<file path="config.mk">
export PLATFORM = sky130hd
export DESIGN_NAME = gpio_pad_arbiter
export DESIGN_NICKNAME = d
export VERILOG_FILES = /design/src/rtl/gpio_pad_arbiter_pkg.sv /design/src/rtl/gpio_pad_arbiter_outreg.sv /design/src/rtl/gpio_pad_arbiter.sv
export SDC_FILE = /design/constraint.sdc
export NUM_CORES = 1
export LEC_CHECK = 0
export BUFFER_PORTS_ARGS = -buffer_cell sky130_fd_sc_hd__buf_2
export CAP_MARGIN = 20
export CORE_MARGIN = 2
export CORE_UTILIZATION = 46
export DETAILED_ROUTE_END_ITERATION = 10
export MAX_ROUTING_LAYER = met4
export PLACE_DENSITY_LB_ADDON = 0.25
export SYNTH_ARGS = -nofsm -noshare
export SYNTH_HDL_FRONTEND = slang
export SYNTH_SLANG_ARGS = --single-unit
</file>
<file path="constraint.sdc">
create_clock -name clk_16M -period 3.35 [get_ports clk_16M]
set_clock_uncertainty 0.05 [all_clocks]
set_input_delay 0.5025 -clock clk_16M [delete_from_list [all_inputs] [get_ports clk_16M]]
set_output_delay 0.5025 -clock clk_16M [all_outputs]
set_load 0.01 [all_outputs]
</file>
<file path="src/rtl/gpio_pad_arbiter_pkg.sv">
// Shared types and widths for the gpioA pad-bank arbiter: FSM state encoding
// and counter widths.
package gpio_pad_arbiter_pkg;

  typedef enum logic [1:0] {
    ST_IDLE = 2'd0,
    ST_OWN0 = 2'd1,
    ST_OWN1 = 2'd2,
    ST_TURN = 2'd3
  } arb_state_t;

  localparam int HOLD_W = 16;
  localparam int TURN_W = 4;

  function automatic logic is_own(input arb_state_t s);
    return (s == ST_OWN0) || (s == ST_OWN1);
  endfunction

endpackage

</file>
<file path="src/rtl/gpio_pad_arbiter_outreg.sv">
// Registered 2:1 output stage feeding the gpioA IOBUF array. force_zero
// overrides the select so the bank is tristated and driven low.
module gpio_pad_outreg #(
  parameter int WIDTH = 32
) (
  input  logic             clk_16M,
  input  logic             reset_periph,
  input  logic             sel,
  input  logic             force_zero,
  input  logic [WIDTH-1:0] m0_oval,
  input  logic [WIDTH-1:0] m0_oe,
  input  logic [WIDTH-1:0] m1_oval,
  input  logic [WIDTH-1:0] m1_oe,
  output logic [WIDTH-1:0] pad_oval,
  output logic [WIDTH-1:0] pad_oe
);

  // NOTE: clocked state uses non-blocking (<=) so every register samples
  // pre-edge values; blocking here would create order-dependent races.
  always_ff @(posedge clk_16M) begin
    if (reset_periph || force_zero) begin
      pad_oval <= '0;
      pad_oe   <= '0;
    end else if (sel) begin
      pad_oval <= m1_oval;
      pad_oe   <= m1_oe;
    end else begin
      pad_oval <= m0_oval;
      pad_oe   <= m0_oe;
    end
  end

endmodule

</file>
<file path="src/rtl/gpio_pad_arbiter.sv">
// Two-master arbiter for the gpioA pad bank: round-robin grant, tristate
// turnaround between owners, MAX_HOLD preemption, registered pad outputs.
module gpio_pad_arbiter
  import gpio_pad_arbiter_pkg::*;
#(
  parameter int WIDTH       = 32,
  parameter int TURN_CYCLES = 2,
  parameter int MAX_HOLD    = 1024
) (
  input  logic             clk_16M,
  input  logic             reset_periph,
  input  logic [1:0]       req,
  output logic [1:0]       gnt,
  input  logic [WIDTH-1:0] m0_oval,
  input  logic [WIDTH-1:0] m0_oe,
  input  logic [WIDTH-1:0] m1_oval,
  input  logic [WIDTH-1:0] m1_oe,
  output logic [WIDTH-1:0] pad_oval,
  output logic [WIDTH-1:0] pad_oe,
  output logic             owner_valid,
  output logic             owner_id,
  output logic             preempt
);

  localparam logic [HOLD_W-1:0] HOLD_MAX  = HOLD_W'(MAX_HOLD);
  localparam logic [HOLD_W-1:0] HOLD_LAST = HOLD_W'(MAX_HOLD - 1);
  localparam logic [TURN_W-1:0] TURN_LAST = TURN_W'(TURN_CYCLES - 1);

  arb_state_t        state, next_state;
  logic              last;
  logic [HOLD_W-1:0] hold_cnt;
  logic [TURN_W-1:0] turn_cnt;

  logic own_now, own_id, req_own, req_other, hold_expired, stay_owned;

  assign own_now      = is_own(state);
  assign own_id       = (state == ST_OWN1);
  assign req_own      = own_id ? req[1] : req[0];
  assign req_other    = own_id ? req[0] : req[1];
  assign hold_expired = (MAX_HOLD != 0) && req_other && (hold_cnt == HOLD_LAST);
  assign stay_owned   = own_now && (next_state == state);

  // NOTE: every always_comb output gets a default first so no path through
  // the case leaves it unassigned and infers a latch.
  always_comb begin
    next_state = state;
    case (state)
      ST_IDLE: begin
        case (req)
          2'b01:   next_state = ST_OWN0;
          2'b10:   next_state = ST_OWN1;
          2'b11:   next_state = last ? ST_OWN0 : ST_OWN1;
          default: next_state = ST_IDLE;
        endcase
      end
      ST_OWN0, ST_OWN1: begin
        if (!req_own || hold_expired) next_state = ST_TURN;
      end
      ST_TURN: begin
        if (turn_cnt == TURN_LAST) next_state = ST_IDLE;
      end
      default: next_state = ST_IDLE;
    endcase
  end

  always_ff @(posedge clk_16M) begin
    if (reset_periph) begin
      state       <= ST_IDLE;
      last        <= 1'b1;
      hold_cnt    <= '0;
      turn_cnt    <= '0;
      gnt         <= 2'b00;
      owner_valid <= 1'b0;
      owner_id    <= 1'b0;
      preempt     <= 1'b0;
    end else begin
      state       <= next_state;
      gnt         <= {next_state == ST_OWN1, next_state == ST_OWN0};
      owner_valid <= is_own(next_state);
      owner_id    <= (next_state == ST_OWN1);
      // A simultaneous release wins over preemption: only flag it while req is still held.
      preempt     <= own_now && req_own && hold_expired;

      if (stay_owned) begin
        if (hold_cnt != HOLD_MAX) hold_cnt <= hold_cnt + 1'b1;
      end else begin
        hold_cnt <= '0;
      end

      if (own_now && next_state == ST_TURN) last <= own_id;

      if (state == ST_TURN && next_state == ST_TURN) turn_cnt <= turn_cnt + 1'b1;
      else turn_cnt <= '0;
    end
  end

  // Pads only carry master data while ownership continues across the edge.
  gpio_pad_outreg #(.WIDTH(WIDTH)) u_outreg (
    .clk_16M      (clk_16M),
    .reset_periph (reset_periph),
    .sel          (own_id),
    .force_zero   (!stay_owned),
    .m0_oval      (m0_oval),
    .m0_oe        (m0_oe),
    .m1_oval      (m1_oval),
    .m1_oe        (m1_oe),
    .pad_oval     (pad_oval),
    .pad_oe       (pad_oe)
  );

endmodule

</file>
==> reports/qor.yml <==
grt_max_degree: 72
cts_buffers: 9
arrival_ps: 2850
critPathKind: "flop to flop"
fillCellCount: 746
min_period_ps: 2679
final_antenna_net_count: 0
postCtsHoldBufs: 0
areaGrowthSynthToFinish_pct: 32.07
via_per_inst: 5.025
final_core_util_pct: 62.34
rows: 34
p_leak_nw: 2.351
clock-sinks: 91
fmax_ghz: 0.3733
ys.flop_type: "dfxtp_1"
grt_pass1_wl_um: 14770
worst_pin_slew_ps: 688.2
cts_setup_buffers: 0
die_h_um: 98.37
wl_per_cell_um: 13.63
die_width_um: 98.37
yosys_warnings: 0
final_cell_mix: "200 x buf_2, 91 x dfxtp_1, 67 x mux2i_1, 50 x nor3_2"
cts_root_buffer: "clkbuf_8"
dp_hpwl_um: 6999
slew_violations: 0
portBuffers: 200
antenna_cells: 0
hold_viol_final: 0
grt_pass1_vias: 3223
ir_worst_vdd_uv: 495.2
rsz0062_at_grt: "no"
drtIter0Drc: 69
clk_latency_ps: 340
num_vias: 3422
status: "completed"
holdWs_ps: 363.0
stdcell_area_um2: 5410
drc: 0
clock_path_buffers: 2
finalSetupViolCount: 0
routed_wl_um: 9283
synthesis.nets: 520
end_kind: "flop"
ios: 201
period_share_pct: 79.96
htree_levels: 3
drt_first_pass_iters: 4
avgSynthCellArea_um2: 10.84
maxCapViolCount: 0
antenna_found_initial: 0
placed_cell_area_um2: 5161
fin_nets: 710
crit_fanout: 26
hold_path_class: "primary input to flop"
grt_usage_pct: 19.23
coreArea_um2: 8678
slew_headroom_pct: 54.12
dieArea_um2: 9676
setup_tns_ps: 0
synth_area_um2: 4096
ys_async_sr_fraction_pct: 0
ys_seq_area_share_pct: 44.47
multi_input_area_um2: 2107
routabilityCongestion: 0.8098
regArea_um2: 1822
synth_cells: 378
worstSetupStartpointType: "flop"
synth_edf_count: 0
synth.distinct_cells: 44
path_clk_slew_ps: 90
critPathRequiredTime_ps: 3520
cts_tree: "yes"
power.density_nw_per_um2: 720.8
initial_utilization_pct: 47.20
final_common_cell: "buf_2"
cts.repair.resized: 0
ys_seq_elements: 91
grt_overflow_total: 0
total_power_mw: 3.900
layout-drive-gt1-share_pct: 48.52
flip-flops by register name, indices dropped and copies added, names as in the netlist:
register and flops:
owner_valid 1, last 1, u_outreg.pad_oe 32, preempt 1, u_outreg.pad_oval 32, hold_cnt 16, turn_cnt 4, gnt 2
state 2
final timing paths:
kind,start,to,slack (ps),cells after the start
worst max register to register,state[0]$_SDFF_PP0_,u_outreg.pad_oval[20]$_SDFF_PP0_,670,9
worst min-delay path,m0_oe[12],u_outreg.pad_oe[12]$_SDFF_PP0_,360,3
worst min register to register,turn_cnt[0]$_SDFF_PP0_,turn_cnt[0]$_SDFF_PP0_,460,1
worst max-delay path,state[0]$_SDFF_PP0_,u_outreg.pad_oval[20]$_SDFF_PP0_,670,9
critical path, cell delays in order (launching register included):
cell and delay, ps:
dfxtp_1 400, inv_1 130, ha_4 210, buf_4 250, and3b_1 220, a2111oi_0 390, a211oi_1 160, a32oi_4 230
buf_4 380, nor3_1 110
area by class of cell:
| type | instances | area share, % |
|---|---|---|
| Multi-Input combinational cell | 252 | 38.95 |
| Sequential cell | 91 | 33.67 |
| Timing Repair Buffer | 205 | 19.66 |
| Clock buffer | 10 | 2.544 |
| Tap cell | 108 | 2.498 |
| Clock inverter | 6 | 2.058 |
| Inverter | 9 | 0.6244 |
through the flow:
| stage | instances | worst slack [ps] |
|---|---|---|
| 5_1_grt | 681 | 480.7 |
| 6_report | 681 | 671.4 |
| 3_5_place_dp | 665 | 683.7 |
| 4_1_cts | 681 | 666.6 |
| 2_1_floorplan | 378 | 860.5 |
| 3_3_place_gp | 665 | 748.6 |
synth_stat cells, types with 2 or more instances:
cell type	n	area (um^2)
nand2b_1	3	18.77
nand4_1	4	25.02
xor2_1	11	96.34
clkbuf_1	17	63.81
nor3_2	50	500.5
nor2b_1	6	37.54
nor2_1	24	90.09
nand2_1	5	18.77
xnor2_1	5	43.79
nand3_1	6	30.03
a21o_1	2	15.01
a21oi_1	3	15.01
buf_6	7	78.83
inv_1	9	33.78
or4_1	3	22.52
mux2i_1	67	670.6
nor3_1	23	115.1
o21ai_0	3	15.01
dfxtp_1	91	1822
and4_1	3	26.28
and3_1	2	12.51
nand3b_1	2	15.01
a21boi_0	2	15.01
ha_1	10	125.1
metal layers:
| layer | up-vias | part of all wire, % | GRT usage, % | routed length [um] |
|---|---|---|---|---|
| li1 | 1716 | - | - | - |
| met1 | 1561 | 41 | 21.72 | 3783 |
| met2 | 136 | 50 | 33.02 | 4643 |
| met3 | 9 | 7.8 | 4.653 | 723 |
| met4 | 0 | 1.4 | 7.060 | 134 |
| met5 | - | 0 | - | 0 |
logic make-up (layout without fill, tap and decap cells):
| family | count (synthesis) | count (layout) | share of synthesized area [%] |
|---|---|---|---|
| muxes | 67 | 67 | 16.37 |
| DFF | 91 | 91 | 44.47 |
| buffers and inverters | 35 | 230 | 4.582 |
| xor gates and xnor gates | 16 | 16 | 3.421 |
| and+or+nand+nor | 139 | 139 | 24.16 |
| adders and majority gates | 10 | 10 | 3.054 |
| AOI/OAI and AO/OA | 20 | 20 | 3.940 |
report_power, final:
part / internal (mW) / total, mW / leakage (nW) / switching, mW
combinational: 0.647 / 1.75 / 1.49 / 1.10
clock: 0.517 / 0.892 / 0.123 / 0.374
sequential: 1.21 / 1.26 / 0.736 / 0.0511
total: 2.37 / 3.90 / 2.35 / 1.53
(Power assumes the default switching activity.)
